[config.mk]
export PLATFORM = sky130hd
export DESIGN_NAME = page_mapper
export DESIGN_NICKNAME = d
export VERILOG_FILES = /design/src/rtl/page_mapper.sv
export SDC_FILE = /design/constraint.sdc
export NUM_CORES = 1
export LEC_CHECK = 0
export CAP_MARGIN = 10
export CORE_MARGIN = 2
export CORE_UTILIZATION = 35
export DETAILED_ROUTE_END_ITERATION = 8
export GPL_TIMING_DRIVEN = 0
export HOLD_SLACK_MARGIN = 0.12
export PLACE_DENSITY = 0.58
export SLEW_MARGIN = 20
export SYNTH_ARGS = -nofsm -noshare
export SYNTH_HDL_FRONTEND = slang
export SYNTH_SLANG_ARGS = --single-unit
[constraint.sdc]
create_clock -name i_clk -period 2.7 [get_ports i_clk]
set_clock_uncertainty 0.05 [all_clocks]
set_input_delay 0.27 -clock i_clk [delete_from_list [all_inputs] [get_ports i_clk]]
set_output_delay 0.27 -clock i_clk [all_outputs]
set_load 0.01 [all_outputs]
[src/rtl/page_mapper.sv]
// page_mapper: windowed virtual-to-physical page translation for a 16-bit CPU.
// Combinational lookup over NWIN windows, a byte-wide register file, and
// fault capture with a level interrupt.
// Optional feature: define PAGE_MAPPER_WP_EN for per-window write protect.
module page_mapper #(
  parameter int NWIN      = 4,
  parameter int PAGE_BITS = 5,
  parameter int PHYS_BITS = 6
) (
  input  logic                            i_clk,
  input  logic                            i_rst,
  input  logic [15:0]                     i_address,
  input  logic                            i_req,
  input  logic                            i_rw,
  input  logic                            i_bypass,
  input  logic                            i_cs,
  input  logic [2:0]                      i_ad,
  input  logic [7:0]                      i_din,
  output logic [7:0]                      o_dout,
  output logic                            o_hit,
  output logic [2:0]                      o_win,
  output logic [PHYS_BITS+15-PAGE_BITS:0] o_phys_addr,
  output logic                            o_mem_we,
  output logic                            o_intr
);
  localparam int OFF_BITS = 16 - PAGE_BITS;
  localparam int SELW     = $clog2(NWIN);

  logic [NWIN-1:0][PAGE_BITS-1:0] w_vtag;
  logic [NWIN-1:0][PHYS_BITS-1:0] w_phys;
  logic [NWIN-1:0]                w_valid;
  logic [NWIN-1:0]                w_wp;
  logic [SELW-1:0]                r_sel;
  logic [2:0]                     r_status;
  logic [PAGE_BITS-1:0]           r_fpage;
  logic                           r_intr;
  logic [PAGE_BITS-1:0]           w_page;
  logic                           w_hit;
  logic [SELW-1:0]                w_idx;
  logic                           w_wr, w_clr, w_miss, w_wpf, w_fault, w_wp_hit;

  assign w_page = i_address[15:OFF_BITS];
  assign w_wr   = i_cs & ~i_rw;
  assign w_clr  = w_wr & (i_ad == 3'd4) & i_din[0];

  // Per-window state; each window only listens when it is the selected one.
  for (genvar g = 0; g < NWIN; g++) begin : g_win
    logic [PAGE_BITS-1:0] r_vtag;
    logic [PHYS_BITS-1:0] r_phys;
    logic                 r_valid;
    logic                 w_selw;
    assign w_selw = w_wr & (r_sel == SELW'(g));

    // VTAG / PHYS / VALID programming through the register file
    always_ff @(posedge i_clk or posedge i_rst) begin
      if (i_rst) begin
        r_vtag  <= PAGE_BITS'(g + 1);
        r_phys  <= PHYS_BITS'(g);
        r_valid <= (g < 2);
      end else if (w_selw) begin
        if (i_ad == 3'd1) r_vtag  <= i_din[7:8-PAGE_BITS];
        if (i_ad == 3'd2) r_phys  <= i_din[PHYS_BITS-1:0];
        if (i_ad == 3'd3) r_valid <= i_din[0];
      end
    end

`ifdef PAGE_MAPPER_WP_EN
    logic r_wp;
    // Write-protect bit lives alongside VALID in CTRL
    always_ff @(posedge i_clk or posedge i_rst) begin
      if (i_rst)                          r_wp <= 1'b0;
      else if (w_selw && i_ad == 3'd3)    r_wp <= i_din[1];
    end
    assign w_wp[g] = r_wp;
`else
    assign w_wp[g] = 1'b0;
`endif

    assign w_vtag[g]  = r_vtag;
    assign w_phys[g]  = r_phys;
    assign w_valid[g] = r_valid;
  end

  // Priority match: scan high to low so the lowest matching index wins
  always_comb begin
    w_hit = 1'b0;
    w_idx = '0;
    for (int i = NWIN - 1; i >= 0; i--) begin
      if (w_valid[i] && (w_vtag[i] == w_page)) begin
        w_hit = 1'b1;
        w_idx = SELW'(i);
      end
    end
  end

  assign w_wp_hit    = w_hit & w_wp[w_idx];
  assign o_hit       = w_hit;
  assign o_win       = 3'(w_idx);
  assign o_phys_addr = {w_phys[w_idx], i_address[OFF_BITS-1:0]};
  assign o_mem_we    = ~i_rw & i_req & w_hit & ~w_wp_hit;
  assign o_intr      = r_intr;

  assign w_miss  = i_req & ~i_bypass & ~i_cs & ~w_hit;
  assign w_wpf   = i_req & ~i_rw & w_wp_hit;
  assign w_fault = w_miss | w_wpf;

  // Window select; out-of-range indices are dropped
  always_ff @(posedge i_clk or posedge i_rst) begin
    if (i_rst)                                      r_sel <= '0;
    else if (w_wr && i_ad == 3'd0 && int'(i_din) < NWIN) r_sel <= i_din[SELW-1:0];
  end

  // Fault capture: a same-cycle clear is overridden by a new fault, which is
  // then recorded as a fresh first fault rather than an overrun
  always_ff @(posedge i_clk or posedge i_rst) begin
    if (i_rst) begin
      r_status <= '0;
      r_fpage  <= '0;
      r_intr   <= 1'b0;
    end else if (w_fault) begin
      r_intr <= 1'b1;
      if (r_status[0] && !w_clr) begin
        r_status[2] <= 1'b1;
      end else begin
        r_status <= {1'b0, w_wpf, 1'b1};
        r_fpage  <= w_page;
      end
    end else if (w_clr) begin
      r_status <= '0;
      r_intr   <= 1'b0;
    end
  end

  // Combinational register read mux; unused bits read zero
  always_comb begin
    o_dout = '0;
    case (i_ad)
      3'd0: o_dout = 8'(r_sel);
      3'd1: o_dout[7:8-PAGE_BITS] = w_vtag[r_sel];
      3'd2: o_dout[PHYS_BITS-1:0] = w_phys[r_sel];
      3'd3: o_dout[1:0] = {w_wp[r_sel], w_valid[r_sel]};
      3'd4: o_dout[2:0] = r_status;
      3'd5: o_dout[7:8-PAGE_BITS] = r_fpage;
      3'd6: o_dout = {3'(NWIN - 1), 3'(PAGE_BITS), 2'b00};
      default: o_dout = '0;
    endcase
  end
endmodule

Word-level counts from Yosys, hierarchy flattened
Cells that the tools add are included.
{"block": "word_totals", "regBits": 59, "inputBits": 33, "output_inout_bits": 31, "word_cells": 111}
{"block": "classes", "magnitude_cmp": 3, "n_eq_ne": 14, "n_mux": 30, "bitwise": 22, "reduce_logical": 25}
{"op": "AND reduction 2 bit", "n": 14}
{"op": "binary-select mux 6 bit (select 2 bit)", "n": 2}
{"op": "== test 5 bit", "n": 4}
{"op": "AND 1 bit", "n": 15}
{"op": "two-way mux 6 bit", "n": 2}
{"op": "one-hot mux 3 bit (4 select lines)", "n": 1}
{"op": "binary-select mux 5 bit (select 2 bit)", "n": 1}
{"op": "two-way mux 1 bit", "n": 10}
{"op": "two-way mux 2 bit", "n": 5}
{"op": "== test 3 bit, second input constant", "n": 3}
{"op": "less-than comparator 8 x 3 -> 1 bit, second input constant", "n": 1}
{"op": "one-hot mux 2 bit (4 select lines)", "n": 1}
{"op": "logical AND 1 bit", "n": 7}
{"op": "binary-select mux 1 bit (select 2 bit)", "n": 3}
{"op": "== test 3 x 2 -> 1 bit, second input constant", "n": 2}
{"op": "less-than comparator 2 x 3 -> 1 bit, second input constant", "n": 2}
{"op": "two-way mux 3 bit", "n": 2}
{"op": "inverter 1 bit", "n": 6}
{"op": "one-hot mux 2 bit (3 select lines)", "n": 1}
{"op": "two-way mux 5 bit", "n": 1}
{"op": "== test 2 bit, second input constant", "n": 2}
{"op": "== test 3 x 1 -> 1 bit, second input constant", "n": 1}
{"op": "zero test 3 bit", "n": 1}
{"op": "one-hot mux 1 bit (3 select lines)", "n": 1}
{"op": "other kinds (6)", "n": 6}

Logic depth before layout (Yosys ltp)
{"block": "logic_depth", "depth_word": 13, "ltp_mapped": 8, "depth_no_buf": 6}

Worst setup path after synthesis
OpenSTA, ideal clock, no wires.
{"block": "synth_timing", "kind": "input -> output", "from": "input i_address[11]", "to": "output o_phys_addr[13]", "arrival_time_ns": 1.858, "required_time_ns": 2.380, "slack_ns": 0.522, "path_stages": 8, "n_path_buf": 2, "cell_sequence": "buf_4 > xor2_1 > nor4_4 > nand3_2 > a211oi_4 > buf_12 > mux2i_1 > mux2i_1"}
{"block": "synth_via", "elab_chain_len": 8, "word_cells_on_any_way": 14, "classes_between": "eq/ne (4); mux (6); reduce/logical (4)"}
{"item": "from (decl)", "line_no": "12", "source": "input logic [15:0] i_address,"}
{"item": "== test 5 bit", "line_no": "89", "source": "if (w_valid[i] && (w_vtag[i] == w_page)) begin"}
{"item": "logical AND 1 bit", "line_no": "89"}
{"item": "two-way mux 2 bit (3 in a row)", "line_no": "89"}
{"item": "two-way mux 2 bit *", "line_no": "89"}
{"item": "via o_win[1]", "line_no": "21", "source": "output logic [2:0] o_win,"}
{"item": "binary-select mux 6 bit (select 2 bit) *", "line_no": "99", "source": "assign o_phys_addr = {w_phys[w_idx], i_address[OFF_BITS-1:0]};"}
{"item": "two-way mux 6 bit (not written as such) *", "line_no": "99"}
{"item": "to (decl)", "line_no": "22", "source": "output logic [PHYS_BITS+15-PAGE_BITS:0] o_phys_addr,"}
Mark *: on every way through the listed nets, which the timed path passes. The rest lies on a longest branch. The select of a mux whose other input is x is not followed.

Final worst setup path
{"block": "layout_timing", "from": "register g_win[3].r_vtag[3]", "to": "output o_phys_addr[11]"}
{"block": "layout_via", "elab_chain_len": 8}
{"item": "from (decl)", "line_no": "48", "source": "logic [PAGE_BITS-1:0] r_vtag;"}
{"item": "from (signal assigned)", "line_no": "57", "source": "r_vtag <= PAGE_BITS'(g + 1);"}
{"item": "from (signal assigned)", "line_no": "61", "source": "if (i_ad == 3'd1) r_vtag <= i_din[7:8-PAGE_BITS];"}
{"item": "== test 5 bit", "line_no": "89"}
{"item": "logical AND 1 bit", "line_no": "89"}
{"item": "two-way mux 2 bit (4 in a row)", "line_no": "89"}
{"item": "binary-select mux 6 bit (select 2 bit)", "line_no": "99"}
{"item": "two-way mux 6 bit (not written as such)", "line_no": "99"}
Every way passes these cells. The select of a mux whose other input is x is not followed.

==> reports/qor.csv <==
metric,value,unit
status,"complete, but fails checks",
failing checks,negative setup slack,
slowest cell on the critical path,dfrtp_1,
Crit path largest cell delay,420,ps
power per cell area,511,nW/µm²
Setup crit end kind,output pin,
Die ar.,10500,µm²
Post-synth ARST share,100,%
Placer Congestion,0.816,
Worst IR Drop VDD,0.260,mV
fmax,361,MHz
RSZ-0062 raised after global routing,true,
critical path's top delay family,simple AND/OR/NAND/NOR gates,
first-pass GRT wire length,13.5,mm
Starting Density,36.4,%
Worst EP required,2380,ps
CP Launch Type,flip-flop,
Post-synth top flop,dfrtp_1,
initial antenna violation count,0,
Routed WL,8.70,mm
Mapped Area,3380,µm²
Leak,1.94,nW
Hold WC Path Type,primary input to asynchronous set/reset pin,
chip width,102,µm
share of layout cells above drive strength 1,44.9,%
share of total power in the clock network,35.3,%
Finished Layout Cells,481,
IO Pins,64,
Switching Share,26.7,%
Clock Sinks,58,
worst-margin pin slew,997,ps
average instance area after synthesis,12.4,µm²
P_sw,0.601,mW
largest net degree at the start of global routing,41,
CP Data Arrival Time,2450,ps
CTS tree,done,
root buffer cell,clkbuf_8,
Post-synth EDFFs,0,
Site Rows,35,
"Seq/Total Area, Yosys",43.4,%
cell breakdown of the critical path,xor2_2 > nor4_4 > nand3_2 > a211oi_4 > buf_4 > buf_6 > mux2i_1 > mux2i_1 > buf_2,
final core occ,47.5,%
hpwl dp,6.23,mm
synth warn,0,
combinational power share,19.7,%
Ant. Diodes,0,
Layout area overhead,30.4,%
"Net Count, Synth",306,
WP buf/inv,3,
Synth cell types,41,
vias,2416,
reg2reg start,g_win[2].r_vtag[3],
most used cell along the critical path,mux2i_1,
worst-path fanout max,3,
clk slew on worst S/H paths,70,ps
wire per inst,18.1,µm
Post-Synthesis Cells,273,
Vias/cell,5.02,
antenna violation net count after detailed routing,0,
Area contributors post-synth,"dfrtp_1, mux2_2, dfstp_2, mux4_2, mux2i_1",
"area leader, netlist",dfrtp_1,
internal power,1.65,mW
reg2reg setup slack,530,ps
synthesized flop and latch total,58,
Worst-Skew Late Latency,330,ps
clock buffer depth,2,
H-tree depth,3,
first-pass detailed-route iteration total,4,
Initial DRC Count,74,
R2R Path End,r_fpage[2],
worst setup margin,-69.0,ps
fin crit share,103,%
die height,102,µm
vias in the first global route,2457,
final hold violation count,0,
final global-route overflow total,0,
fin. max-slew vios,0,
pre-CTS WS,-340,ps
port buffer count,45,
DRC viols,0,
Slew Limit Headroom,33.0,%
top-area cell type share of the netlist area,34.8,%
max-cap check violation count,0,
total CTS buffers,9,
Crit Path Category,flip-flop to output pin,
fin crit period,2770,ps
worst-case reg-to-reg path depth,7,
global-route usage over all layers,17.6,%
DP Cell Count,448,
CTS Hold Bufs,0,
Final setup viols,6,
Nets,380,
Core Area,9280,µm²
register share of total power,45.0,%
==> per-layer routing <==
layer | up-vias | track usage, % | routed length (µm)
met5 | - | 0 | 0
met4 | 0 | 6.15 | 130
met3 | 9 | 4.45 | 587
met2 | 81 | 28.2 | 4180
met1 | 1201 | 23.1 | 3800
li1 | 1125 | - | -
==> cell type report <==
class                      instances  area, µm²
timing repair buffer              64        612
clock buffer                      11        141
fill                             889       4880
tap                              129        161
clock inverter                     5       53.8
inverter                           3       13.8
sequential                        58       1470
multi-input combinational        186       1750
buffer                            25        208
==> power by group through the flow <==
stage	sequential [mW]	combinational, mW	clock, mW
after floorplan	1.01	0.279	0
after global placement	1.02	0.453	0
after detailed placement	1.03	0.458	0
after CTS	1.01	0.441	0.820
after global routing	1.02	0.480	0.865
final	1.01	0.443	0.794
==> synth_stat cells (2+ instances only) <==
| master | number |
|---|---|
| buf_1 | 3 |
| xnor2_1 | 6 |
| mux2i_1 | 20 |
| a22oi_1 | 2 |
| o21ai_0 | 4 |
| nand2_1 | 20 |
| and3_1 | 2 |
| inv_1 | 3 |
| buf_4 | 16 |
| nor2b_1 | 2 |
| nor2_1 | 6 |
| mux2_2 | 56 |
| nor4_1 | 4 |
| dfrtp_1 | 47 |
| nor3_1 | 7 |
| a21oi_1 | 8 |
| nand2b_1 | 3 |
| clkbuf_1 | 4 |
| dfstp_2 | 11 |
| xor2_1 | 13 |
| mux4_2 | 11 |
| nor3b_1 | 3 |
| nand3_1 | 4 |
==> what timing repair did <==
item                                    4_1_cts  5_1_grt
gates resized for setup                      44       12
buffers inserted                             14        5
endpoints found under the setup margin       18       14
pin swaps                                     4        3
==> cell families after synthesis <==
| family | Yosys count | synth area share (%) |
|---|---|---|
| mux | 87 | 31.9 |
| flops | 58 | 43.4 |
| xor+xnor | 20 | 5.41 |
| other cells | 1 | 0.111 |
| simple gates | 59 | 9.74 |
| compound gates | 19 | 3.74 |
| buf+inv | 29 | 5.74 |
==> metrics by stage <==
stage | total power [mW] | area (µm²) | TNS [ps] | hold WS, ps
3_5_place_dp | 1.48 | 4010 | -3080 | 422
5_1_grt | 2.37 | 4410 | -1190 | 164
3_3_place_gp | 1.48 | 3990 | -11360 | 420
6_report | 2.25 | 4410 | -311 | 167
4_1_cts | 2.27 | 4330 | -654 | 151
2_1_floorplan | 1.29 | 3380 | 0 | 370
==> cells in the final DEF, fill, tap and decap left out, types with 5 or more instances in the layout <==
cell / count
mux2i_1: 20
xnor2_1: 6
dfrtp_1: 46
clkdlybuf4s50_1: 33
dfstp_2: 11
nand2_1: 20
buf_4: 30
mux2_2: 56
mux4_2: 11
nor3_1: 5
nor2_1: 6
a21oi_1: 8
clkbuf_8: 10
buf_2: 7
xor2_1: 13
==> how the worst max path moves through the flow <==
stage | start | endpoint | slack [ps] | depth (start not counted)
4_1_cts | g_win[2].r_vtag[3] | o_phys_addr[11] | -110 | 9
3_3_place_gp | g_win[2].r_vtag[0] | o_phys_addr[14] | -300 | 8
3_5_place_dp | r_sel[0] | o_dout[4] | -340 | 6
2_1_floorplan | i_address[11] | o_phys_addr[13] | 520 | 8
6_report | g_win[3].r_vtag[3] | o_phys_addr[11] | -70 | 9
5_1_grt | g_win[3].r_vtag[3] | o_phys_addr[11] | -240 | 9
==> state kept, by name (all words and copies together) (netlist names) <==
| signal | flops |
|---|---|
| r_sel | 2 |
| r_fpage | 5 |
| r_status | 2 |
| g_win.r_valid | 4 |
| o_intr | 1 |
| g_win.r_vtag | 20 |
| g_win.r_phys | 24 |
==> worst register-to-register path, delay by kind of cell, from the launching register on <==
family	cells	cell delay, ps
XOR/XNOR	1	160
multiplexers	1	360
flip-flops	1	390
AND/OR/NAND/NOR	4	930
buffers and inverters	1	180
Note: power is estimated with default switching activity, not from simulation.
